$ cat src/rtl/guess_entry_if.sv
// ============================================================================
// Module      : guess_entry_if
// Description : Guess bus between the player-side code editor and the history
//               block. The scorer's solved flag returns to the producer here.
// Revision    : 1.0 - initial release
// ============================================================================
`default_nettype none

interface guess_entry_if;
    logic [2:0] guess0;
    logic [2:0] guess1;
    logic [2:0] guess2;
    logic [2:0] guess3;
    logic [1:0] cursor;
    logic       commit;
    logic [3:0] turn_count;
    logic       game_over;
    logic       solved;

    modport master (
        output guess0, guess1, guess2, guess3,
        output cursor, commit, turn_count, game_over,
        input  solved
    );

    modport slave (
        input  guess0, guess1, guess2, guess3,
        input  cursor, commit, turn_count, game_over,
        output solved
    );
endinterface

`default_nettype wire

$ cat src/rtl/guess_entry.sv
// ============================================================================
// Module      : guess_entry
// Description : Edits a 4-peg code with cursor/colour buttons, commits it as a
//               one-cycle pulse, counts turns and locks after the limit/solve.
// Revision    : 1.0 - initial release
// ============================================================================
`default_nettype none

module guess_entry #(
    parameter int NUM_COLORS = 6,
    parameter int MAX_TURNS  = 8
) (
    input  wire logic   clk,
    input  wire logic   rst_n,
    input  wire logic   mode_i,
    input  wire logic   btn_up_i,
    input  wire logic   btn_down_i,
    input  wire logic   btn_left_i,
    input  wire logic   btn_right_i,
    input  wire logic   btn_select_i,
    guess_entry_if.master gif
);

    localparam logic [2:0] C_MAX_COLOR = 3'(NUM_COLORS - 1);
    localparam logic [3:0] C_MAX_TURNS = 4'(MAX_TURNS);

    typedef enum logic [1:0] {
        S_EDIT   = 2'd0,
        S_COMMIT = 2'd1,
        S_DONE   = 2'd2
    } state_t;

    state_t          state_q, state_d;
    logic [3:0][2:0] guess_q, guess_d;
    logic [1:0]      cursor_q, cursor_d;
    logic [3:0]      turn_q, turn_d;
    logic [4:0]      btn_q;

    logic [4:0] w_btn;
    logic [4:0] w_press;
    logic       w_sel, w_up, w_dn, w_left, w_right;
    logic [2:0] w_peg, w_peg_up, w_peg_dn;

    // Bit order {select, up, down, left, right}
    assign w_btn   = {btn_select_i, btn_up_i, btn_down_i, btn_left_i, btn_right_i};
    assign w_press = w_btn & ~btn_q;
    assign w_sel   = w_press[4];
    assign w_up    = w_press[3];
    assign w_dn    = w_press[2];
    assign w_left  = w_press[1];
    assign w_right = w_press[0];

    assign w_peg    = guess_q[cursor_q];
    assign w_peg_up = (w_peg == C_MAX_COLOR) ? 3'd0 : w_peg + 3'd1;
    assign w_peg_dn = (w_peg == 3'd0) ? C_MAX_COLOR : w_peg - 3'd1;

    always_ff @(posedge clk or negedge rst_n) begin
        if (!rst_n) begin
            state_q  <= S_EDIT;
            guess_q  <= '0;
            cursor_q <= 2'd0;
            turn_q   <= 4'd0;
            // Held-high history: a button held through reset release is not a press
            btn_q    <= '1;
        end else begin
            state_q  <= state_d;
            guess_q  <= guess_d;
            cursor_q <= cursor_d;
            turn_q   <= turn_d;
            btn_q    <= w_btn;
        end
    end

    always_comb begin
        state_d  = state_q;
        guess_d  = guess_q;
        cursor_d = cursor_q;
        turn_d   = turn_q;
        case (state_q)
            S_EDIT: begin
                if (gif.solved) begin
                    state_d = S_DONE;
                end else if (!mode_i) begin
                    if (w_sel) begin
                        state_d = S_COMMIT;
                        if (turn_q < C_MAX_TURNS) begin
                            turn_d = turn_q + 4'd1;
                        end
                    end else if (w_up || w_dn) begin
                        // Up and down together cancel; left/right still lose priority
                        if (w_up && !w_dn) begin
                            guess_d[cursor_q] = w_peg_up;
                        end else if (w_dn && !w_up) begin
                            guess_d[cursor_q] = w_peg_dn;
                        end
                    end else if (w_right && !w_left) begin
                        cursor_d = cursor_q + 2'd1;
                    end else if (w_left && !w_right) begin
                        cursor_d = cursor_q - 2'd1;
                    end
                end
            end
            S_COMMIT: begin
                if ((turn_q == C_MAX_TURNS) || gif.solved) begin
                    state_d = S_DONE;
                end else begin
                    state_d  = S_EDIT;
                    cursor_d = 2'd0;
                end
            end
            S_DONE: begin
                state_d = S_DONE;
            end
            default: begin
                state_d = S_EDIT;
            end
        endcase
    end

    assign gif.guess0     = guess_q[0];
    assign gif.guess1     = guess_q[1];
    assign gif.guess2     = guess_q[2];
    assign gif.guess3     = guess_q[3];
    assign gif.cursor     = cursor_q;
    assign gif.commit     = (state_q == S_COMMIT);
    assign gif.turn_count = turn_q;
    assign gif.game_over  = (state_q == S_DONE);

endmodule

`default_nettype wire

$ cat src/flat_wrapper.sv
// flat-port wrapper written by rule: the top's interface ports become plain ports
module guess_entry_flat 
#(
    parameter int NUM_COLORS = 6,
    parameter int MAX_TURNS  = 8
)
  (clk, rst_n, mode_i, btn_up_i, btn_down_i, btn_left_i, btn_right_i, btn_select_i, gif_guess0, gif_guess1, gif_guess2, gif_guess3, gif_cursor, gif_commit, gif_turn_count, gif_game_over, gif_solved);
  guess_entry_if gif_i ();
  input  wire logic clk;
  input  wire logic rst_n;
  input  wire logic mode_i;
  input  wire logic btn_up_i;
  input  wire logic btn_down_i;
  input  wire logic btn_left_i;
  input  wire logic btn_right_i;
  input  wire logic btn_select_i;
  output wire logic [$bits(gif_i.guess0)-1:0] gif_guess0;
  output wire logic [$bits(gif_i.guess1)-1:0] gif_guess1;
  output wire logic [$bits(gif_i.guess2)-1:0] gif_guess2;
  output wire logic [$bits(gif_i.guess3)-1:0] gif_guess3;
  output wire logic [$bits(gif_i.cursor)-1:0] gif_cursor;
  output wire logic [$bits(gif_i.commit)-1:0] gif_commit;
  output wire logic [$bits(gif_i.turn_count)-1:0] gif_turn_count;
  output wire logic [$bits(gif_i.game_over)-1:0] gif_game_over;
  input wire logic [$bits(gif_i.solved)-1:0] gif_solved;
  assign gif_guess0 = gif_i.guess0;
  assign gif_guess1 = gif_i.guess1;
  assign gif_guess2 = gif_i.guess2;
  assign gif_guess3 = gif_i.guess3;
  assign gif_cursor = gif_i.cursor;
  assign gif_commit = gif_i.commit;
  assign gif_turn_count = gif_i.turn_count;
  assign gif_game_over = gif_i.game_over;
  assign gif_i.solved = gif_solved;
  guess_entry #(.NUM_COLORS(NUM_COLORS), .MAX_TURNS(MAX_TURNS)) u_core (.clk(clk), .rst_n(rst_n), .mode_i(mode_i), .btn_up_i(btn_up_i), .btn_down_i(btn_down_i), .btn_left_i(btn_left_i), .btn_right_i(btn_right_i), .btn_select_i(btn_select_i), .gif(gif_i));
endmodule
$ cat config.mk
export PLATFORM = sky130hd
export DESIGN_NAME = guess_entry_flat
export DESIGN_NICKNAME = d
export VERILOG_FILES = /design/src/rtl/guess_entry_if.sv /design/src/rtl/guess_entry.sv /design/src/flat_wrapper.sv
export SDC_FILE = /design/constraint.sdc
export NUM_CORES = 1
export LEC_CHECK = 0
export CAP_MARGIN = 15
export CELL_PAD_IN_SITES_DETAIL_PLACEMENT = 1
export CELL_PAD_IN_SITES_GLOBAL_PLACEMENT = 1
export CORE_MARGIN = 1.5
export CORE_UTILIZATION = 41
export DETAILED_ROUTE_END_ITERATION = 10
export GPL_TIMING_DRIVEN = 0
export PLACE_DENSITY_LB_ADDON = 0.12
export SLEW_MARGIN = 40
export SYNTH_ARGS = -nofsm -noshare
export SYNTH_HDL_FRONTEND = slang
export SYNTH_SLANG_ARGS = --single-unit
$ cat constraint.sdc
create_clock -name clk -period 3.55 [get_ports clk]
set_clock_uncertainty 0.05 [all_clocks]
set_input_delay 0.71 -clock clk [delete_from_list [all_inputs] [get_ports clk]]
set_output_delay 0.71 -clock clk [all_outputs]
set_load 0.03 [all_outputs]
==> out/results.tsv, run 1 <==
metric	value	unit
via count	880	
Max H-tree Level	1	
worst flop-to-flop path startpoint	u_core.state_q[0]	
CP endpoint	u_core.gif.guess2[2]	
utilization of the core after routing	0.563	
worst r2r dst	u_core.gif.guess2[2]	
R2R cell count	5	
final routed wirelength across all metal layers	2490	um
count of distinct cell types in the synthesized netlist	34	
CP endpoint kind	flop	
most repeated cell in the gate-level netlist after synthesis	dfrtp_1	
cell leakage power	0.000686	uW
reported max-cap violation count	0	
largest net degree at the start of global routing	26	
number of filler cells placed in the layout	316	
global-route wire length before repair	4460	um
Hold-fix buffers, CTS	0	
Final Critical Period	2620	ps
portion of netlist area occupied by mux cells	0.151	
status	finished, violations left	
die outline area	3400	sq um
synthesized netlist cell count	103	
startpoint of the worst setup timing path	btn_up_i	
maximum operating frequency	0.381	GHz
synthesized area per cell	12.2	sq um
CTS tree	done	
sum of overflow across all layers after global routing	0	
initial antenna violation count	0	
actual slew at the worst max-slew pin	553	ps
Detail Placement HPWL	1970	um
max-slew violation count	0	
gr usage total	0.171	
aggregate negative setup slack	0	ps
area share of the leading cell type in the synthesized netlist	0.399	
routed via count divided by cell count	5.30	
Layout area overhead	27.1	%
mapped cell area	1250	sq um
Critical Path Fanout Max	4	
synthesized-area fraction occupied by and/or/nand/nor cells	0.183	
average routed wire per standard cell	15.0	um
vias in the first global route	929	
asr flop ratio synth	1.00	
area used by sequential logic in the layout	632	sq um
synthesized-area fraction occupied by ao, oa, aoi and oai cells	0.0639	
critical path class	primary input to flop	
#FFs+latches synth	25	
Synth Area in XOR/XNOR	0.0349	
total chip power	474	uW
adder and majority cell fraction of the synthesized area	0.0399	
height of the die	58.3	um
biggest area contributors in the synthesized netlist	dfrtp_1, dfstp_2, mux2_1	
CTS sink count	25	
Residual DRC	3	
total CTS buffers	3	
footprint of the multi-input gates	592	sq um
worst setup slack before clock tree synthesis	581	ps
Iter 0 DRT Violations	35	
maximum ir drop on the vdd rail	0.000219	V
Core Area	2830	sq um
setup repair bufs after CTS	0	
setup slack of the most critical reg-to-reg path	1280	ps
final-report hold violation count	0	
number of instances resized during post-cts repair	0	
Commonest cells post-synth	dfrtp_1, nand2_1, mux2_1, nor2_1, nor2b_1	
number of warnings reported in the yosys synthesis log	0	
maximum number of buffers from clock root to sink	2	
initial standard-cell utilization of the core	0.443	
clock tree root buffer cell	clkbuf_4	
violated checks	DRC	
layout cell share with drive strength beyond 1	0.141	
total power per unit cell area	297	nW/um^2
number of I/O port buffers	28	
signal arrival time at the worst endpoint	2790	ps
RSZ-0062 raised after global routing	false	
CTS clk-pin slew, worst paths	130	ps
EDFF count, synth	0	
1st-pass router iterations	7	
share of the clock period used by the worst path after layout	0.739	
slew margin rel.	0.631	
Worst EP required	3710	ps
number of antenna diodes	0	
number of rows created at floorplan	19	
horizontal extent of the die	58.3	um
final worst hold slack	315	ps
Final WS setup	925	ps
Top FF cell, synth	dfrtp_1	
number of ports placed on the die boundary	29	
number of routed nets with antenna violations	0	
post-synthesis cell type with the largest combined area	dfrtp_1	
Startpoint Class	primary input	
setup violation total in the final timing report	0	
worst min-delay path category	primary input to asynchronous set/reset pin	
main combinational cell family by area after synthesis	simple AND/OR/NAND/NOR gates	
clock insertion delay at the later pin of the skew report	310	ps
sequential fraction of the synthesis area	0.504	
number of nets in the layout	149	
Post-Syn Nets	116	
final weighted congestion in routability-driven placement	0.718	
## routing by layer
layer / part of all wire / vias up / wire length [um] / track usage
met5: 0 / - / 0 / 0
met3: 0.040 / 2 / 100 / 0.0374
met4: 0.0068 / 0 / 17 / 0.0399
met2: 0.48 / 20 / 1200 / 0.278
li1: - / 428 / - / -
met1: 0.47 / 430 / 1170 / 0.236
## sequential cells by signal, indices dropped and copies added, names as in the netlist
register               count
u_core.gif.guess0          3
u_core.btn_q               5
u_core.state_q             2
u_core.gif.guess2          3
u_core.gif.guess1          3
u_core.gif.guess3          3
u_core.gif.cursor          2
u_core.gif.turn_count      4
## layout by cell type (no fill, tap or decap), drive strengths merged, types with 3 or more instances in the layout
master and n:
clkdlybuf4s50 27, dfrtp 20, nand2 9, mux2 9, nor2b 7, nor2 7
dfstp 5, o21ai 5, clkbuf 5, inv 4, xnor2 4, ha 4
nand2b 3, mux4 3
## critical path, cell delays in order
cell	delay, ps
clkdlybuf4s50_1	470
nor2b_1	180
ha_1	280
nor4_4	360
nand2_1	90
nor2_1	310
mux2_2	380
## cells by family after synthesis
kind of cell               count (synthesis)
muxes                                     14
AOI/OAI and AO/OA                         11
xor gates and xnor gates                   5
DFF                                       25
adders and majority gates                  4
buffers and inverters                      6
and+or+nand+nor                           38
## worst min-delay path by stage
stage | startpoint | to
finish | rst_n | u_core.gif.cursor[0]
global route | rst_n | u_core.gif.cursor[0]
CTS | rst_n | u_core.gif.guess0[1]
detailed placement | u_core.gif.guess0[0] | u_core.gif.guess0[0]
global placement | u_core.gif.guess1[0] | u_core.gif.guess1[0]
floorplan | rst_n | u_core.gif.cursor[0]
## report_power, final
| part | switching (uW) | internal [uW] |
|---|---|---|
| Clock | 81.6 | 43.8 |
| Combinational | 29.8 | 23.8 |
| Sequential | 2.73 | 292 |
## metrics by stage
step	instance area, sq um	std cells
finish	1590	166
global route	1590	166
CTS	1590	166
detailed placement	1570	162
global placement	1570	162
floorplan	1250	103
## area by class of cell
cell class,count,share of cell area
Buffer,2,0.00942
Multi-Input combinational cell,72,0.371
Tap cell,31,0.0243
Inverter,4,0.00942
Timing Repair Buffer,28,0.173
Clock buffer,4,0.0165
Sequential cell,25,0.396
(Power assumes the default switching activity.)
==> run 2: changes to the inputs <==
--- a/config.mk
+++ b/config.mk
@@ -9,7 +9,7 @@
 export CELL_PAD_IN_SITES_DETAIL_PLACEMENT = 1
 export CELL_PAD_IN_SITES_GLOBAL_PLACEMENT = 1
 export CORE_MARGIN = 1.5
-export CORE_UTILIZATION = 41
+export CORE_UTILIZATION = 35
 export DETAILED_ROUTE_END_ITERATION = 10
 export GPL_TIMING_DRIVEN = 0
 export PLACE_DENSITY_LB_ADDON = 0.12
==> constraint.sdc (replaced) <==
create_clock -name clk -period 2.22 [get_ports clk]
set_clock_uncertainty 0.05 [all_clocks]
set_input_delay 0.444 -clock clk [delete_from_list [all_inputs] [get_ports clk]]
set_output_delay 0.444 -clock clk [all_outputs]
set_load 0.03 [all_outputs]
==> run 2 against run 1 <==
  * The flow now finishes without violations
  * Register-to-register slack worse by 1200 ps
  * Routed wire length up 9.1%
  * Core utilization down 6.5 points
  * Cell area increased by 6.0%
==> out/results.tsv, run 2 (synthesis results as in run 1) <==
metric	value	unit	change
status	finished clean		was finished, violations left
die outline area	3950	sq um	was 3400 sq um
Final Critical Period	2170	ps	
final routed wirelength across all metal layers	2720	um	was 2490 um
sum of overflow across all layers after global routing	0		unchanged
vias in the first global route	1027		was 929
1st-pass router iterations	3		was 7
number of nets in the layout	154		was 149
slowest stage cell, crit path	or4_4		was clkdlybuf4s50_1
global-route wire length before repair	4860	um	was 4460 um
max FFs per register	5		unchanged
height of the die	62.9	um	was 58.3 um
Worst EP required	2400	ps	was 3710 ps
aggregate negative setup slack	0	ps	unchanged
number of non-filler instances in the completed layout	186		was 166
Detail Placement HPWL	2130	um	was 1970 um
worst min-delay path category	primary input to asynchronous set/reset pin		unchanged
routed via count divided by cell count	4.95		was 5.30
number of ports placed on the die boundary	29		unchanged
final-report hold violation count	0		unchanged
number of filler cells placed in the layout	356		was 316
horizontal extent of the die	62.9	um	was 58.3 um
initial standard-cell utilization of the core	0.370		was 0.443
largest net degree at the start of global routing	26		unchanged
signal arrival time at the worst endpoint	2340	ps	was 2790 ps
worst setup slack before clock tree synthesis	-471	ps	was 581 ps
leading cell type in the layout, fill and taps excluded	clkdlybuf4s50_1		unchanged
number of I/O port buffers	28		unchanged
reported max-cap violation count	0		unchanged
number of routed nets with antenna violations	0		unchanged
Slowest Stage Delay on Critical Path	560	ps	was 470 ps
maximum operating frequency	0.462	GHz	
RSZ-0062 raised after global routing	true		was false
clock insertion delay at the later pin of the skew report	320	ps	was 310 ps
register with the most flip-flops	u_core.btn_q		unchanged
Layout area overhead	34.7	%	was 27.1%
Iter 0 DRT Violations	21		was 35
initial antenna violation count	0		unchanged
Core Area	3390	sq um	was 2830 sq um
critical path class	flop to flop		was primary input to flop
ordered list of cells on the worst path	or4_4 -> nor4_4 -> nand2_1 -> nor2_4 -> mux2_4		was clkdlybuf4s50_1 -> nor2b_1 -> ha_1 -> nor4_4 -> nand2_1 -> nor2_1 -> mux2_2
number of antenna diodes	0		unchanged
number of rows created at floorplan	21		was 19
final weighted congestion in routability-driven placement	0.771		was 0.718
Residual DRC	0		was 3
CTS sink count	25		unchanged
Startpoint Class	flop		was primary input
CTS clk-pin slew, worst paths	140	ps	was 130 ps
Final WS setup	54.7	ps	was 925 ps
total power per unit cell area	452	nW/um^2	was 297 nW/um^2
cell leakage power	0.000734	uW	was 0.000686 uW
Critical Path Fanout Max	4		unchanged
share of the clock period used by the worst path after layout	0.975		
total chip power	763	uW	was 474 uW
clock tree root buffer cell	clkbuf_4		unchanged
max-slew violation count	0		unchanged
highest-count cells in the layout ignoring fill and taps	clkdlybuf4s50_1, dfrtp_1, nand2_1		unchanged
maximum ir drop on the vdd rail	0.000298	V	was 0.000219 V
total CTS buffers	3		unchanged
setup violation total in the final timing report	0		unchanged
layout cell share with drive strength beyond 1	0.236		was 0.141
via count	921		was 880
Inst Count DP	177		was 162
CTS tree	done		unchanged
gr usage total	0.155		was 0.171
average routed wire per standard cell	14.6	um	was 15.0 um
maximum number of buffers from clock root to sink	2		unchanged
Hold-fix buffers, CTS	0		unchanged
actual slew at the worst max-slew pin	537	ps	was 553 ps
slew margin rel.	0.642		was 0.631
Max H-tree Level	1		unchanged
CP endpoint kind	flop		unchanged
-- run 2: metrics by stage --
step | area [sq um] | util | hold WS [ps]
final | 1690 | 0.498 | 22.8
after global routing | 1690 | 0.498 | 44.3
after CTS | 1630 | 0.482 | 44.3
after detailed placement | 1590 | 0.468 | 406
after global placement | 1590 | 0.470 | 434
after floorplan | 1250 | - | 98.4
-- run 2: metal layers --
metal / track usage / part of all wire
met1: 0.176 / 0.40
met2: 0.297 / 0.55
met3: 0.0378 / 0.043
met4: 0.0250 / 0.010
met5: 0 / 0
-- run 2: what timing repair did --
item / CTS / global route
endpoints found under the setup margin: 7 / 10
pin swaps: 4 / 3
gates resized for setup: 5 / 10
buffers inserted: 2 / 4
-- run 2: path summary, 6_finish.rpt --
check	endpoint	start	cells past startpoint	slack (ps)
setup / recovery	u_core.gif.guess2[1]	u_core.state_q[0]	5	50
hold / removal	u_core.gif.guess0[1]	rst_n	1	20
hold reg to reg	u_core.gif.guess0[1]	u_core.gif.guess0[1]	1	490
min in group clk	u_core.btn_q[2]	btn_down_i	1	330
setup reg to reg	u_core.gif.guess2[1]	u_core.state_q[0]	5	50
max in group asynchronous	u_core.state_q[1]	rst_n	1	1700
-- run 2: final cells by class --
cell class	instances	area (sq um)	share of cell area
repair buffers	34	323	0.191
inverters	4	15.0	0.00889
flip-flops and latches	25	636	0.376
well taps	46	57.6	0.0341
clock inverters	1	5.00	0.00296
plain buffers	1	11.3	0.00667
multi-input cells	72	619	0.367
clock buffers	3	22.5	0.0133
-- run 2: critical path, delay by kind of cell, from the launching register on --
kind / cells / cell delay (ps)
mux: 1 / 310
simple gates: 4 / 1270
flops: 1 / 440
-- run 2: power breakdown --
group          switching [uW]  internal, uW  total [uW]  leakage (uW)
combinational            45.4          40.2        85.6      0.000411
clock                     134          67.6         202     0.0000177
sequential               7.91           468         475      0.000305
==> run 3: changes to the inputs <==
--- a/config.mk
+++ b/config.mk
@@ -8,7 +8,6 @@
 export CAP_MARGIN = 15
 export CELL_PAD_IN_SITES_DETAIL_PLACEMENT = 1
 export CELL_PAD_IN_SITES_GLOBAL_PLACEMENT = 1
-export CORE_MARGIN = 1.5
 export CORE_UTILIZATION = 35
 export DETAILED_ROUTE_END_ITERATION = 10
 export GPL_TIMING_DRIVEN = 0
==> run 3 against run 2 <==
  * Register-to-register slack is essentially flat
  * Die area shrank 3.2%
  * Cell area shrank 0.74%
  * Worst setup slack lost 24 ps
  * Critical path depth is the same
  * Largest cell class unchanged
==> out/results.tsv, run 3 (synthesis results as in run 1) <==
metric	value	unit	change
cell leakage power	0.000721	uW	was 0.000734 uW
utilization of the core after routing	0.495		was 0.498
register with the most flip-flops	u_core.btn_q		unchanged
Hold-fix buffers, CTS	0		unchanged
CP endpoint kind	flop		unchanged
CTS tree	done		unchanged
CTS sink count	25		unchanged
layout cell share with drive strength beyond 1	0.223		was 0.236
R2R cell count	4		was 5
maximum ir drop on the vdd rail	0.000199	V	was 0.000298 V
RSZ-0062 raised after global routing	true		unchanged
initial standard-cell utilization of the core	0.370		unchanged
maximum number of buffers from clock root to sink	2		unchanged
Residual DRC	0		unchanged
share of the clock period used by the worst path after layout	0.986		was 0.975
Worst EP required	2390	ps	was 2400 ps
total power per unit cell area	455	nW/um^2	was 452 nW/um^2
sum of overflow across all layers after global routing	0		unchanged
number of routed nets with antenna violations	0		unchanged
clock tree root buffer cell	clkbuf_4		unchanged
actual slew at the worst max-slew pin	559	ps	was 537 ps
average routed wire per standard cell	14.5	um	was 14.6 um
setup slack of the most critical reg-to-reg path	50	ps	about the same
dpl cell area	1590	sq um	unchanged
via count	936		was 921
number of ports placed on the die boundary	29		unchanged
number of rows created at floorplan	21		unchanged
internal power of the cells	577	uW	was 575 uW
net switching power	186	uW	was 188 uW
initial antenna violation count	0		unchanged
clock insertion delay at the later pin of the skew report	310	ps	was 320 ps
portion of total power attributed to combinational logic	0.111		was 0.112
final cell area excluding filler cells	1680	sq um	was 1690 sq um
slew margin rel.	0.627		was 0.642
number of I/O port buffers	28		unchanged
Max H-tree Level	1		unchanged
total CTS buffers	3		unchanged
Critical Path Fanout Max	4		unchanged
vias in the first global route	962		was 1027
final worst hold slack	43.6	ps	was 22.8 ps
slowest stage cell, crit path	or4_4		unchanged
worst flop-to-flop path startpoint	u_core.state_q[1]		was u_core.state_q[0]
met1 wire length	1090	um	was 1080 um
sum of met2 wire segment lengths after detailed routing	1420	um	was 1490 um
die outline area	3830	sq um	was 3950 sq um
Final Critical Period	2190	ps	was 2170 ps
ordered list of cells on the worst path	clkdlybuf4s50_1 -> or4_4 -> nor4_4 -> nand3b_1 -> mux2_4		was or4_4 -> nor4_4 -> nand2_1 -> nor2_4 -> mux2_4
Layout area overhead	33.7	%	was 34.7%
maximum operating frequency	0.457	GHz	was 0.462 GHz
1st-pass router iterations	4		was 3
uppermost signal routing layer after detailed routing	met4		unchanged
signal arrival time at the worst endpoint	2360	ps	was 2340 ps
portion of total power attributed to the clock network	0.265		about the same
register share of total power	0.623		about the same
max FFs per register	5		unchanged
total chip power	763	uW	about the same
highest-count cells in the layout ignoring fill and taps	clkdlybuf4s50_1, dfrtp_1, nand2_1		unchanged
leading cell type in the layout, fill and taps excluded	clkdlybuf4s50_1		unchanged
global-route wire length before repair	4360	um	was 4860 um
Core Area	3390	sq um	unchanged
largest net degree at the start of global routing	26		unchanged
Detail Placement HPWL	2030	um	was 2130 um
Startpoint Class	primary input		was flop
final-report hold violation count	0		unchanged
Iter 0 DRT Violations	43		was 21
max-slew violation count	0		unchanged
worst r2r dst	u_core.gif.guess1[2]		was u_core.gif.guess2[1]
gr usage total	0.160		was 0.155
critical path class	primary input to flop		was flop to flop
horizontal extent of the die	61.9	um	was 62.9 um
number of antenna diodes	0		unchanged
status	finished clean		unchanged
switching share of power	0.244		was 0.246
setup violation total in the final timing report	0		unchanged
worst min-delay path category	primary input to asynchronous set/reset pin		unchanged
Slowest Stage Delay on Critical Path	450	ps	was 560 ps
height of the die	61.9	um	was 62.9 um
met3 WL post-DR	132	um	was 118 um
routed via count divided by cell count	5.06		was 4.95
reported max-cap violation count	0		unchanged
CTS clk-pin slew, worst paths	130	ps	was 140 ps
number of nets in the layout	153		was 154
final weighted congestion in routability-driven placement	0.726		was 0.771
final routed wirelength across all metal layers	2680	um	was 2720 um
-- run 3: power by group through the flow --
stage | clock network (uW) | registers [uW] | logic [uW]
2_1_floorplan | 0 | 487 | 39.1
3_3_place_gp | 0 | 480 | 86.1
3_5_place_dp | 0 | 480 | 87.6
4_1_cts | 219 | 475 | 84.1
5_1_grt | 238 | 477 | 93.3
6_report | 202 | 475 | 84.9
-- run 3: layout make-up --
type	count	area, sq um
sequential	25	634
clock buffer	4	26.3
multi-input combinational	72	619
buffer	1	11.3
tap	46	57.6
timing repair buffer	33	313
fill	355	1710
inverter	4	15.0
-- run 3: per-layer routing --
metal | up-vias | global-route usage
li1 | 435 | -
met1 | 466 | 0.178
met2 | 30 | 0.301
met3 | 5 | 0.0331
met4 | 0 | 0.0571
met5 | - | 0
-- run 3: how the worst max path moves through the flow --
stage,from,end,slack (ps),depth (start not counted)
final,gif_solved,u_core.gif.guess1[2],30,5
after global routing,u_core.state_q[1],u_core.gif.guess1[1],-30,4
after CTS,btn_up_i,u_core.gif.guess2[2],4,7
after detailed placement,btn_up_i,u_core.gif.guess2[2],-470,7
after global placement,btn_up_i,u_core.gif.guess2[2],-420,7
after floorplan,u_core.gif.cursor[0],u_core.gif.guess0[1],60,6
-- run 3: stage by stage --
step,setup TNS (ps),instances,setup WS (ps)
2_1_floorplan,0,103,61.7
3_3_place_gp,-3540,177,-424
3_5_place_dp,-4150,177,-469
4_1_cts,0,181,3.74
5_1_grt,-84.8,185,-33.5
6_report,0,185,30.3
-- run 3: what timing repair did --
item | 4_1_cts | 5_1_grt
pin swaps | 3 | 3
setup endpoints to repair | 5 | 10
buffers inserted | 1 | 4
hold endpoints to repair | 0 | 0
gates resized for setup | 5 | 8
-- run 3: worst max-delay path, delay by kind of cell --
kind | cells | cell delay [ps]
buffers and inverters | 1 | 430
multiplexers | 1 | 360
AND/OR/NAND/NOR | 3 | 1120
